$ cat config.mk
export PLATFORM = sky130hd
export DESIGN_NAME = qspi_sdram_prefetch
export DESIGN_NICKNAME = d
export VERILOG_FILES = /design/src/rtl/qspi2sdram_pkg.sv /design/src/rtl/qspi_sdram_prefetch_toggle_sync.sv /design/src/rtl/qspi_sdram_prefetch.sv
export SDC_FILE = /design/constraint.sdc
export NUM_CORES = 1
export LEC_CHECK = 0
export CAP_MARGIN = 20
export CORE_ASPECT_RATIO = 1.5
export CORE_UTILIZATION = 46
export CTS_CLUSTER_SIZE = 30
export DETAILED_ROUTE_END_ITERATION = 6
export GPL_ROUTABILITY_DRIVEN = 0
export GPL_TIMING_DRIVEN = 0
export PLACE_DENSITY = 0.84
export SLEW_MARGIN = 40
export SYNTH_ARGS = -nofsm -noshare
export SYNTH_HDL_FRONTEND = slang
export SYNTH_SLANG_ARGS = --single-unit
$ cat constraint.sdc
create_clock -name sd_clk -period 3 [get_ports sd_clk]
set_input_delay 0.6 -clock sd_clk [delete_from_list [all_inputs] [get_ports sd_clk]]
set_output_delay 0.6 -clock sd_clk [all_outputs]
set_load 0.005 [all_outputs]
$ cat src/rtl/qspi2sdram_pkg.sv
// Shared constants and FSM encoding for the QSPI-to-SDRAM prefetch path.
// The QSPI read front-end also uses BURST_LEN/RAM_AW to size the prefetch RAM.
package qspi2sdram_pkg;

    localparam int ADDR_W    = 24;
    localparam int DATA_W    = 16;
    localparam int BURST_LEN = 8;
    localparam int RAM_AW    = $clog2(BURST_LEN);

    typedef enum logic [1:0] {
        IDLE = 2'd0,
        REQ  = 2'd1,
        DATA = 2'd2,
        DONE = 2'd3
    } fill_state_e;

endpackage

$ cat src/rtl/qspi_sdram_prefetch_toggle_sync.sv
// Three-flop toggle-to-pulse synchroniser. A level change on tgl_i becomes a
// single-cycle evt_o pulse in the clk_i domain two to three cycles later.
// Also intended for carrying the done indication back to the QSPI side.
module toggle_sync (
    input  logic clk_i,
    input  logic rst_i,
    input  logic tgl_i,
    output logic evt_o
);

    logic s1_q;
    logic s2_q;
    logic s3_q;

    // s1/s2 resolve metastability, s3 holds the previous settled level for edge detection
    always_ff @(posedge clk_i) begin
        if (rst_i) begin
            s1_q <= 1'b0;
            s2_q <= 1'b0;
            s3_q <= 1'b0;
        end else begin
            s1_q <= tgl_i;
            s2_q <= s1_q;
            s3_q <= s2_q;
        end
    end

    assign evt_o = s2_q ^ s3_q;

endmodule

$ cat src/rtl/qspi_sdram_prefetch.sv
// Prefetch filler: turns each synchronised QSPI prefetch request into one
// SDRAM burst read and streams the returned words into the prefetch RAM.
// A request arriving mid-burst is remembered and issued right after the
// current burst finishes, because the controller cannot cancel a burst.
module qspi_sdram_prefetch
    import qspi2sdram_pkg::*;
#(
    parameter int ADDR_W    = qspi2sdram_pkg::ADDR_W,
    parameter int DATA_W    = qspi2sdram_pkg::DATA_W,
    parameter int BURST_LEN = qspi2sdram_pkg::BURST_LEN,
    parameter int TIMEOUT   = 1023
) (
    input  logic                         sd_clk,
    input  logic                         rst,
    input  logic                         qspi_rd_req_tgl,
    input  logic [ADDR_W-1:0]            qspi_rd_addr,
    output logic                         sd_rd_req,
    output logic [ADDR_W-1:0]            sd_rd_addr,
    input  logic                         sd_rd_ack,
    input  logic                         sd_rd_valid,
    input  logic [DATA_W-1:0]            sd_rd_data,
    output logic                         ram_wen,
    output logic [$clog2(BURST_LEN)-1:0] ram_waddr,
    output logic [DATA_W-1:0]            ram_wdata,
    output logic                         fill_busy,
    output logic                         fill_done,
    output logic                         fill_err
);

    localparam int WCNT_W = $clog2(BURST_LEN);
    localparam int TCNT_W = $clog2(TIMEOUT + 1);

    fill_state_e         state_q, state_d;
    logic [ADDR_W-1:0]   addr_q,  addr_d;
    logic [WCNT_W-1:0]   wcnt_q,  wcnt_d;
    logic [TCNT_W-1:0]   tcnt_q,  tcnt_d;
    logic                pend_q,  pend_d;
    logic                req_evt;

    toggle_sync u_req_sync (
        .clk_i (sd_clk),
        .rst_i (rst),
        .tgl_i (qspi_rd_req_tgl),
        .evt_o (req_evt)
    );

    // State, captured address, counters and the pending-request flag
    always_ff @(posedge sd_clk) begin
        if (rst) begin
            state_q <= IDLE;
            addr_q  <= '0;
            wcnt_q  <= '0;
            tcnt_q  <= '0;
            pend_q  <= 1'b0;
        end else begin
            state_q <= state_d;
            addr_q  <= addr_d;
            wcnt_q  <= wcnt_d;
            tcnt_q  <= tcnt_d;
            pend_q  <= pend_d;
        end
    end

    // Burst sequencing: next state, counters and all outputs
    always_comb begin
        state_d    = state_q;
        addr_d     = req_evt ? qspi_rd_addr : addr_q;
        wcnt_d     = wcnt_q;
        tcnt_d     = tcnt_q;
        pend_d     = pend_q;
        sd_rd_req  = 1'b0;
        sd_rd_addr = '0;
        ram_wen    = 1'b0;
        ram_waddr  = '0;
        ram_wdata  = '0;
        fill_busy  = 1'b0;
        fill_done  = 1'b0;
        fill_err   = 1'b0;

        case (state_q)
            IDLE: begin
                pend_d = 1'b0;
                if (req_evt) begin
                    state_d = REQ;
                end
            end

            REQ: begin
                sd_rd_req  = 1'b1;
                sd_rd_addr = addr_q;
                fill_busy  = 1'b1;
                if (sd_rd_ack) begin
                    state_d = DATA;
                    wcnt_d  = '0;
                    tcnt_d  = '0;
                    if (req_evt) begin
                        pend_d = 1'b1;
                    end
                end
            end

            DATA: begin
                fill_busy = 1'b1;
                if (req_evt) begin
                    pend_d = 1'b1;
                end
                if (sd_rd_valid) begin
                    ram_wen   = 1'b1;
                    ram_waddr = wcnt_q;
                    ram_wdata = sd_rd_data;
                    wcnt_d    = wcnt_q + 1'b1;
                    tcnt_d    = '0;
                    if (wcnt_q == WCNT_W'(BURST_LEN - 1)) begin
                        state_d = DONE;
                    end
                end else if (tcnt_q == TCNT_W'(TIMEOUT)) begin
                    fill_err = 1'b1;
                    state_d  = (pend_q || req_evt) ? REQ : IDLE;
                    pend_d   = 1'b0;
                end else begin
                    tcnt_d = tcnt_q + 1'b1;
                end
            end

            DONE: begin
                fill_done = 1'b1;
                state_d   = (pend_q || req_evt) ? REQ : IDLE;
                pend_d    = 1'b0;
            end

            default: begin
                state_d = IDLE;
            end
        endcase
    end

endmodule
==> results_dict.tcl <==
set metrics [dict create \
    powerDensity_nw_per_um2 424.3 \
    critPathCaptureType "output pin" \
    reg2reg_from "state_q[1]" \
    cts_resized 0 \
    synthMostInstantiatedCell "nand2_1" \
    core_um2 4542 \
    setup_tns_ns 0 \
    multi_input_area_um2 1227 \
    drc 0 \
    synth-edff-count 0 \
    fin_nets 427 \
    yosysTopAreaCell "dfxtp_1" \
    dr.pass1.iters 4 \
    reg2reg_depth 6 \
    cp-start-kind "flop" \
    endpoint "sd_rd_addr[21]" \
    grt_max_degree 14 \
    n_antenna_cell 0 \
    cts_hold_buf 0 \
    overflow 0 \
    ir_drop_mv 0.2823 \
    viasPerCell 5.139 \
    criticalPathCategory "reg2out" \
    critical_path.max_fanout 10 \
    clk_latency_ns 0.30 \
    fp.dieW_um 58.09 \
    seqCellArea_um2 860.8 \
    ys_ff_latch 43 \
    worst_ep_arrival_time_ns 2.22 \
    fin_crit_sh 0.9391 \
    crit_start "state_q[1]" \
    setup_viol 0 \
    row_count 30 \
    fp.dieH_um 86.14 \
    numCtsBuffers 5 \
    synth_area_leaders "dfxtp_1, nand2_1, a21oi_1" \
    drt-initial-drc-count 125 \
    cp.required_ns 2.40 \
    avgSynthCellArea_um2 7.923 \
    worst_slack_ns 0.1826 \
    r2r_slack_ns 0.81 \
    nFillCells 394 \
    leakage_uw 0.001266 \
    synth.distinct_cells 38 \
    grt_pass1_vias 2069 \
    ys.flop_type "dfxtp_1" \
    slew-limit-headroom 0.5817 \
    max_freq_mhz 354.9 \
    antenna_left 0 \
    synthTopCellsByCount "nand2_1, dfxtp_1, a21oi_1" \
    io_buffers 92 \
    area_growth_pct 50.32 \
    worst_pin_slew_ns 0.6209 \
    wl_um 5702 \
    r2r-end "tcnt_q[3]" \
    async_flop_share 0 \
    holdCritPathClass "reg2reg" \
    ios 93 \
    outcome "complete, no violations" \
    place_hpwl_um 4305 \
    synth_seq_area_share 0.3965 \
    antenna_found_initial 0 \
    grtUsageTotal 0.2288 \
    cts_sinks 43 \
    dp_worst_setup_slack_ns 0.09471 \
    cts.reportedPaths.clkPinSlew_ns 0.09 \
    layout-drive-gt1-share 0.03743 \
    vias 2251 \
    max_cap_viol_count 0 \
    synth_nets 328 \
    cts_tree "done" \
    clk_path_buf_depth 2 \
    die_area_um2 5004 \
    cts_max_level 2 \
    slew_viol_final 0 \
    mappedNetlistArea_um2 2171 \
    period_needed_ns 2.817 \
    yosysWarnings 0 \
    fin_worst_skew_ns 0.007880 \
    holdWs_ns 0.4480 \
    netlist.area_leader.share 0.3965 \
    wire_per_inst_um 13.02 \
    finalHoldViolCount 0 \
    grt_setup_unrepaired "no" \
    grt_pass1_wl_um 9135 \
    start_util 0.4780 \
    post-cts-setup-buffer-count 0 \
    synthCells 274 \
    clockRootBuffer "clkbuf_8" \
]
per-stage QoR:
step / area (µm²) / power (µW) / instances / util
after floorplan: 2171 / 837.6 / 274 / -
after global placement: 3172 / 1023 / 430 / 0.6983
after detailed placement: 3172 / 1033 / 430 / 0.6983
after CTS: 3257 / 1392 / 438 / 0.7171
after global routing: 3263 / 1459 / 438 / 0.7185
final: 3263 / 1384 / 438 / 0.7185
worst min path at each step:
| stage | start | end | slack, ns | cells after the start |
|---|---|---|---|---|
| floorplan | u_req_sync.s1_q | u_req_sync.s2_q | 0.41 | 1 |
| global placement | u_req_sync.s1_q | u_req_sync.s2_q | 0.42 | 1 |
| detailed placement | addr_q[4] | addr_q[4] | 0.44 | 2 |
| CTS | addr_q[23] | addr_q[23] | 0.45 | 2 |
| global route | addr_q[14] | addr_q[14] | 0.47 | 2 |
| finish | addr_q[4] | addr_q[4] | 0.45 | 2 |
registers in the layout (all words and copies together), names as in the netlist:
| signal | cells |
|---|---|
| tcnt_q | 10 |
| u_req_sync.s3_q | 1 |
| wcnt_q | 3 |
| addr_q | 24 |
| pend_q | 1 |
| state_q | 2 |
| u_req_sync.s2_q | 1 |
| u_req_sync.s1_q | 1 |
worst max-delay path, stage by stage (launching register included):
cell and delay, ns:
dfxtp_1 0.35, inv_1 0.15, ha_1 0.41, clkbuf_1 0.32
and2_1 0.18, clkdlybuf4s50_1 0.51
cell families (layout without fill, tap and decap cells):
group | count (synthesis) | count (layout) | share of synthesized area
flip-flops | 43 | 43 | 0.3965
AO/OA/AOI/OAI | 54 | 54 | 0.1452
buffers and inverters | 22 | 122 | 0.03919
adder cells (fa/ha/maj) | 9 | 9 | 0.05187
multiplexers | 2 | 2 | 0.01153
XOR/XNOR | 4 | 4 | 0.01960
AND/OR/NAND/NOR | 140 | 140 | 0.3360
power by group:
group	leakage [µW]	switching [µW]	internal, µW
combinational	0.000876	207	197
sequential	0.000349	19.0	597
clock	0.0000412	201	163
cell type report:
cell class                 instances  share of cell area
clock inverter                     2            0.003834
tap                               64             0.02454
sequential                        43              0.2638
clock buffer                       6             0.02224
buffer                            17             0.02071
inverter                           5            0.005752
timing repair buffer              92              0.2830
multi-input combinational        209              0.3762
cells in the final DEF (no fill, tap or decap), types with 4 or more instances in the layout:
cell / instances
and2_1: 26
a21oi_1: 36
nor2_1: 5
and3_1: 21
clkdlybuf4s50_1: 91
nor4_1: 4
o21ai_0: 6
nand4_1: 6
clkbuf_1: 15
clkbuf_8: 5
inv_1: 5
nand2_1: 56
ha_1: 9
dfxtp_1: 43
metal layers:
layer  track usage  routed length (µm)  up-vias
met5             0                   0        -
met4       0.08009                  86        0
met3       0.04525                 271       10
met2        0.4148                2929       73
met1        0.2598                2415     1022
li1              -                   -     1146
Note: power is estimated with default switching activity, not from simulation.
